### src/rtl/muldiv_unit.sv
// Iterative RV32M multiply/divide unit: one radix-2 step per cycle (shift-add multiply,
// restoring divide) on operand magnitudes, with sign fix-up in a single final cycle.
module muldiv_unit #(
  parameter int XLEN  = 32,
  parameter int CNT_W = 6
) (
  input  logic            clk,
  input  logic            rst_n,
  input  logic            start_valid,
  output logic            start_ready,
  input  logic [2:0]      funct3,
  input  logic [XLEN-1:0] rs1,
  input  logic [XLEN-1:0] rs2,
  input  logic            kill,
  output logic [XLEN-1:0] result,
  output logic            result_valid,
  input  logic            result_ready
);

  typedef enum logic [1:0] {IDLE, CALC, SIGN, DONE} state_t;

  localparam logic [XLEN-1:0] MIN_NEG = {1'b1, {(XLEN-1){1'b0}}};

  state_t              state_q, state_d;
  logic [CNT_W-1:0]    cnt_q, cnt_d;
  logic [2:0]          op_q, op_d;
  logic                neg_q, neg_d, rneg_q, rneg_d;
  logic [XLEN-1:0]     opa_q, opa_d, opb_q, opb_d;
  logic [2*XLEN-1:0]   acc_q, acc_d;
  logic [XLEN-1:0]     result_q, result_d;
  logic                result_valid_q, result_valid_d;

  logic                accept, div_zero, div_ovf, bypass, last_step;
  logic                sa, sb;
  logic [XLEN:0]       mul_sum, div_r1, div_diff;
  logic                div_borrow;
  logic [XLEN-1:0]     div_rem;
  logic [2*XLEN-1:0]   prod_s;
  logic [XLEN-1:0]     quo_s, rem_s;

  function automatic logic [XLEN-1:0] cneg(input logic [XLEN-1:0] v, input logic s);
    return s ? (~v + 1'b1) : v;
  endfunction

  function automatic logic [2*XLEN-1:0] cneg2(input logic [2*XLEN-1:0] v, input logic s);
    return s ? (~v + 1'b1) : v;
  endfunction

  assign accept    = start_valid && (state_q == IDLE) && !kill;
  assign div_zero  = funct3[2] && (rs2 == '0);
  assign div_ovf   = funct3[2] && !funct3[0] && (rs1 == MIN_NEG) && (rs2 == '1);
  assign bypass    = div_zero || div_ovf;
  assign last_step = (cnt_q == CNT_W'(XLEN-1));

  // One iteration: multiplier LSB gates the add; divisor trial-subtract on {rem, next dividend bit}
  assign mul_sum    = {1'b0, acc_q[2*XLEN-1:XLEN]} + {1'b0, (opb_q[0] ? opa_q : '0)};
  assign div_r1     = {acc_q[2*XLEN-1:XLEN], opa_q[XLEN-1]};
  assign div_diff   = div_r1 - {1'b0, opb_q};
  assign div_borrow = div_diff[XLEN];
  assign div_rem    = div_borrow ? div_r1[XLEN-1:0] : div_diff[XLEN-1:0];

  assign prod_s = cneg2(acc_q, neg_q);
  assign quo_s  = cneg(acc_q[XLEN-1:0], neg_q);
  assign rem_s  = cneg(acc_q[2*XLEN-1:XLEN], rneg_q);

  always_ff @(posedge clk or negedge rst_n) begin
    if (!rst_n) begin
      state_q        <= IDLE;
      cnt_q          <= '0;
      op_q           <= '0;
      neg_q          <= 1'b0;
      rneg_q         <= 1'b0;
      opa_q          <= '0;
      opb_q          <= '0;
      acc_q          <= '0;
      result_q       <= '0;
      result_valid_q <= 1'b0;
    end else begin
      state_q        <= state_d;
      cnt_q          <= cnt_d;
      op_q           <= op_d;
      neg_q          <= neg_d;
      rneg_q         <= rneg_d;
      opa_q          <= opa_d;
      opb_q          <= opb_d;
      acc_q          <= acc_d;
      result_q       <= result_d;
      result_valid_q <= result_valid_d;
    end
  end

  always_comb begin
    state_d = state_q;
    if (kill) begin
      state_d = IDLE;
    end else begin
      case (state_q)
        IDLE:    if (start_valid) state_d = bypass ? DONE : CALC;
        CALC:    if (last_step) state_d = SIGN;
        SIGN:    state_d = DONE;
        DONE:    if (result_ready) state_d = IDLE;
        default: state_d = IDLE;
      endcase
    end
  end

  always_comb begin
    cnt_d          = cnt_q;
    op_d           = op_q;
    neg_d          = neg_q;
    rneg_d         = rneg_q;
    opa_d          = opa_q;
    opb_d          = opb_q;
    acc_d          = acc_q;
    result_d       = result_q;
    result_valid_d = result_valid_q;
    sa             = 1'b0;
    sb             = 1'b0;
    case (state_q)
      IDLE: begin
        if (accept) begin
          case (funct3)
            3'b001, 3'b100, 3'b110: begin sa = rs1[XLEN-1]; sb = rs2[XLEN-1]; end
            3'b010:                 sa = rs1[XLEN-1];
            default:                ;
          endcase
          op_d   = funct3;
          opa_d  = cneg(rs1, sa);
          opb_d  = cneg(rs2, sb);
          neg_d  = sa ^ sb;
          rneg_d = sa;
          acc_d  = '0;
          cnt_d  = '0;
          if (bypass) begin
            result_valid_d = 1'b1;
            if (div_zero) result_d = funct3[1] ? rs1 : '1;
            else          result_d = funct3[1] ? '0 : rs1;
          end
        end
      end
      CALC: begin
        cnt_d = cnt_q + 1'b1;
        if (op_q[2]) begin
          acc_d = {div_rem, acc_q[XLEN-2:0], ~div_borrow};
          opa_d = opa_q << 1;
        end else begin
          acc_d = {mul_sum, acc_q[XLEN-1:1]};
          opb_d = opb_q >> 1;
        end
      end
      SIGN: begin
        result_valid_d = 1'b1;
        case (op_q)
          3'b000:                 result_d = prod_s[XLEN-1:0];
          3'b001, 3'b010, 3'b011: result_d = prod_s[2*XLEN-1:XLEN];
          3'b100, 3'b101:         result_d = quo_s;
          default:                result_d = rem_s;
        endcase
      end
      DONE:    if (result_ready) result_valid_d = 1'b0;
      default: ;
    endcase
    if (kill) result_valid_d = 1'b0;
  end

  always_comb begin
    start_ready  = (state_q == IDLE);
    result       = result_q;
    result_valid = result_valid_q;
  end

endmodule

### config.mk
export PLATFORM = sky130hd
export DESIGN_NAME = muldiv_unit
export DESIGN_NICKNAME = d
export VERILOG_FILES = /design/src/rtl/muldiv_unit.sv
export SDC_FILE = /design/constraint.sdc
export NUM_CORES = 1
export LEC_CHECK = 0
export CAP_MARGIN = 20
export CORE_MARGIN = 2
export CORE_UTILIZATION = 65
export CTS_CLUSTER_DIAMETER = 150
export DETAILED_ROUTE_END_ITERATION = 8
export PLACE_DENSITY = 0.92
export SETUP_SLACK_MARGIN = 0.4
export SLEW_MARGIN = 40
export SYNTH_ARGS = -nofsm -noshare
export SYNTH_HDL_FRONTEND = slang
export SYNTH_SLANG_ARGS = --single-unit
### constraint.sdc
create_clock -name clk -period 10 [get_ports clk]
set_input_delay 2.5 -clock clk [delete_from_list [all_inputs] [get_ports clk]]
set_output_delay 2.5 -clock clk [all_outputs]
set_load 0.005 [all_outputs]
==> out/summary.md <==
The longest clock path from root to sink contains 2 buffers. The floorplan has 57 rows. The logs give 5090 ps for the worst setup slack for register-to-register paths and 0 ps for the final-layout setup total negative slack. The run gives 0 as the final hold violation count. In this run the critical register-to-register path is launched from acc_q[32]$_DFFE_PN0P_.

In this run the power spent charging and discharging nets is 3120 µW. Counting flops and latches in the post-synthesis netlist gives 174. The power share of the clock group was 0.120. The tool flagged a number of max-cap violations equal to 0. Setup violations remaining at the end of the flow were counted as 0. Endpoint of the lowest-slack register-to-register path: acc_q[62]$_DFFE_PN0P_. For the final design utilization, the log shows 0.736. At the end of the flow, the number of nets in the layout was 2,273.

The detailed-route via count was 16,900; the final cycle utilization of the critical path was 0.559. The root buffer cell chosen for the clock tree is sky130_fd_sc_hd__clkbuf_16. Buffers placed on the I/O ports in this run total 105.

The critical path is of the in -> reg type. The top cell types in the final layout, fill and taps aside, are sky130_fd_sc_hd__nand2_1 (235), sky130_fd_sc_hd__a21oi_1 (204), sky130_fd_sc_hd__o21ai_0 (192). For the cell-internal power, the log shows 2660 µW.

The number of cells on the worst reg-to-reg path is 13. The met3 capacity usage during global routing is 0.119, and the post-CTS setup buffer count is 0. The arrival time reported for the critical path endpoint was 5920 ps; the weighted congestion at the end of routability-driven global placement was 1.01. The die covers 0.0263 mm².

The final number of max-transition violations is 0. The endpoint of the worst setup timing path is result[26]$_DFFE_PN0P_. The total inserted antenna cells is 0.

In this run the worst setup path begins at rs2[26]. For the number of routed nets with antenna violations, the log shows 0. The min-delay analysis places its worst path in the category reg -> reg. The share of cells above drive strength 1 was 0.0515. For the required time reported for the critical path endpoint, the log shows 10,330 ps. Final hold analysis gives a worst-case slack of 503 ps. The detailed-router iteration count before antenna repair is 6. The number of CTS-inserted buffers was 17. The layer flagged by global routing as most heavily used is met2. The placed instances occupy a cell area of 0.0173 mm².

The logs give 0.0179 mm² for the final non-filler cell area and 2,271 for the number of nets produced by synthesis. Setup repair after global routing left no endpoint under its margin. The worst-case IR drop observed on VDD is 0.000303 V.

The power density relative to cell area is 322 mW/mm². Count of unresolved DRC violations after routing: 0. The tools report the total global-route track usage as 0.420. The number of hold buffers added after CTS was 0.

The layout overhead on the synthesized area is 10.5%, and the post-DP HPWL is 41.8 mm. The most common cell after layout, fill and taps aside is sky130_fd_sc_hd__nand2_1. Once the clock tree was built, the resizer swapped 0 gates to a different size.

The fraction of the yosys area taken by sequential cells came out at 0.268. The tools report the level count of the clock H-tree as 4. The tools report the normalized max-slew margin as 0.403. The synthesized instance count is 2,122, and the initial antenna violation count is 1. Pin placement for this block handled 106 I/O pins. The die width came out at 162 µm. The upper clock frequency limit was 0.179 GHz. The run gives 0.653 as the fraction of power consumed by combinational cells.

The vias per cell was 6.87; the clock-pin slew reported for the worst setup and hold paths after clock tree synthesis was 80 ps. The met1 track demand over resource was 0.596. From bottom edge to top edge, the die measures 162 µm. In this run the mean area of a mapped cell was 7.65 µm². The warning count from the yosys run was 0; the detail-routed net length per standard cell was 22.8 µm.

The number of synthesized flops with an enable pin was 0. After the first detailed-routing iteration, the DRC count stood at 2,140. The first global-routing pass estimated 86.2 mm of wire. The part of the total power dissipated in sequential elements is 0.228. TritonCTS built the clock tree. Largest fanout of any net on the critical path: 58. Counting the fill cells in the layout gives 1,936. The run finished with clean final reports.

STA classifies the critical path startpoint as an input port. Entering global routing, the biggest net connects 104 pins. The cell area after synthesis is 0.0162 mm², and the switching share of power is 0.540. The routed design has 56.0 mm of wire. The logs give 15,400 for the number of global-route vias before repair and 174 for the clock sink count. The run gives 0.622 as the met2 track demand over resource. The later pin in the worst-skew pair is clocked with a latency of 450 ps. For the pin with the worst max-slew slack, the measured transition is 892 ps. The core region is 0.0244 mm². The run gives 0.666 as the effective utilization at floorplan. The most instantiated flip-flop cell in the synthesis netlist is sky130_fd_sc_hd__dfrtp_1. The post-synthesis async set-or-reset flop share works out to 1.00. The tools report the critical path capture point type as a register. The total overflow left after global routing is 0. The number of distinct library cells after synthesis came out at 88.

The clock period minus worst slack was 5590 ps. The analysis attributes to cell leakage a power of 0.00757 µW. The tools report the worst clock skew on the final layout as 13.7 ps.
[worst min path at each step]
| stage | start | endpoint | slack (ps) | cells past startpoint |
|---|---|---|---|---|
| final | result[21]$_DFFE_PN0P_ | result[21]$_DFFE_PN0P_ | 500 | 2 |
| after CTS | result[21]$_DFFE_PN0P_ | result[21]$_DFFE_PN0P_ | 500 | 2 |
| after global placement | opa_q[5]$_DFFE_PN0P_ | opa_q[5]$_DFFE_PN0P_ | 480 | 2 |
| after detailed placement | result[21]$_DFFE_PN0P_ | result[21]$_DFFE_PN0P_ | 490 | 2 |
| after global routing | opa_q[17]$_DFFE_PN0P_ | opa_q[17]$_DFFE_PN0P_ | 540 | 2 |
| after floorplan | opa_q[10]$_DFFE_PN0P_ | opa_q[10]$_DFFE_PN0P_ | 460 | 2 |
[layer usage]
metal	vias up	part of all wire
met5	-	0.00070
met4	2	0.034
met3	172	0.13
met2	1142	0.43
met1	7913	0.41
li1	7674	-
[registers in the layout, summed over array words and instances, names as in the netlist]
signal and cells:
result 32, neg_q 1, cnt_q 6, opa_q 32
state_q 2, result_valid 1, opb_q 32, rneg_q 1
acc_q 64, op_q 3
[area by class of cell]
type,count,area (µm²),area share
clock buffer,17,425,0.0237
clock inverter,15,145,0.00809
inverter,66,249,0.0139
multi-input combinational,1735,11100,0.618
sequential,174,4360,0.243
tap,324,405,0.0226
timing repair buffer,130,1280,0.0715
[worst max-delay path: stages]
cell	delay, ps
sky130_fd_sc_hd__clkdlybuf4s50_1	480
sky130_fd_sc_hd__or4_1	580
sky130_fd_sc_hd__or3_1	370
sky130_fd_sc_hd__or4b_1	530
sky130_fd_sc_hd__nor2_1	180
sky130_fd_sc_hd__a41o_2	170
sky130_fd_sc_hd__a22oi_2	60
sky130_fd_sc_hd__buf_4	340
sky130_fd_sc_hd__nand2b_4	290
sky130_fd_sc_hd__nor3_1	310
sky130_fd_sc_hd__nor3_1	90
[power groups by stage]
stage / registers (µW) / clock network [µW] / logic, µW
floorplan: 1100 / 0 / 2740
global placement: 1300 / 0 / 3540
global route: 1330 / 712 / 4070
CTS: 1290 / 685 / 3650
finish: 1320 / 693 / 3770
detailed placement: 1310 / 0 / 3620
[cells in the mapped netlist, drive strengths merged, types with 4 or more instances]
library cell	instances	area, µm²
o211ai	13	97.6
nor3	47	245
xor2	77	674
nand3	31	155
nor2b	10	62.6
a21oi	205	1030
o221ai	15	131
ha	75	938
a2111oi	7	67.6
a31oi	22	138
nor3b	4	30.0
o31ai	65	493
o21a	10	75.1
nand4	24	150
o2111ai	4	35.0
or4	9	71.3
a221oi	4	41.3
a211o	4	35.0
o21bai	12	90.1
or3	39	244
mux2	10	113
o41ai	10	95.1
o22ai	21	131
nand2	236	888
inv	65	244
and2	38	238
a211oi	13	103
o21ai	208	1040
dfrtp	174	4350
or2	9	56.3
clkbuf	113	425
a22oi	22	170
nand2b	18	120
mux2i	59	591
xnor2	90	796
a32oi	4	35.0
a21o	31	233
nor2	185	694
and3	22	138
buf	34	179
a41oi	4	35.0
nor4	19	155
maj3	26	260
[through the flow]
stage | std cells | total power [µW] | worst slack, ps
2_1_floorplan | 2122 | 3840 | 5120
3_3_place_gp | 2426 | 4830 | 4120
3_5_place_dp | 2428 | 4930 | 4030
4_1_cts | 2460 | 5630 | 4480
5_1_grt | 2461 | 6120 | 4310
6_report | 2461 | 5780 | 4410
[kinds of logic (layout without fill, tap and decap cells)]
family | after synthesis | count (layout) | share of synthesized area
and+or+nand+nor | 704 | 704 | 0.208
AOI/OAI and AO/OA | 692 | 692 | 0.262
buffers and inverters | 213 | 228 | 0.0525
DFF | 174 | 174 | 0.268
xor gates and xnor gates | 167 | 167 | 0.0906
adders and majority gates | 103 | 103 | 0.0763
muxes | 69 | 69 | 0.0433
No activity file was read; power rests on OpenSTA's default activity.
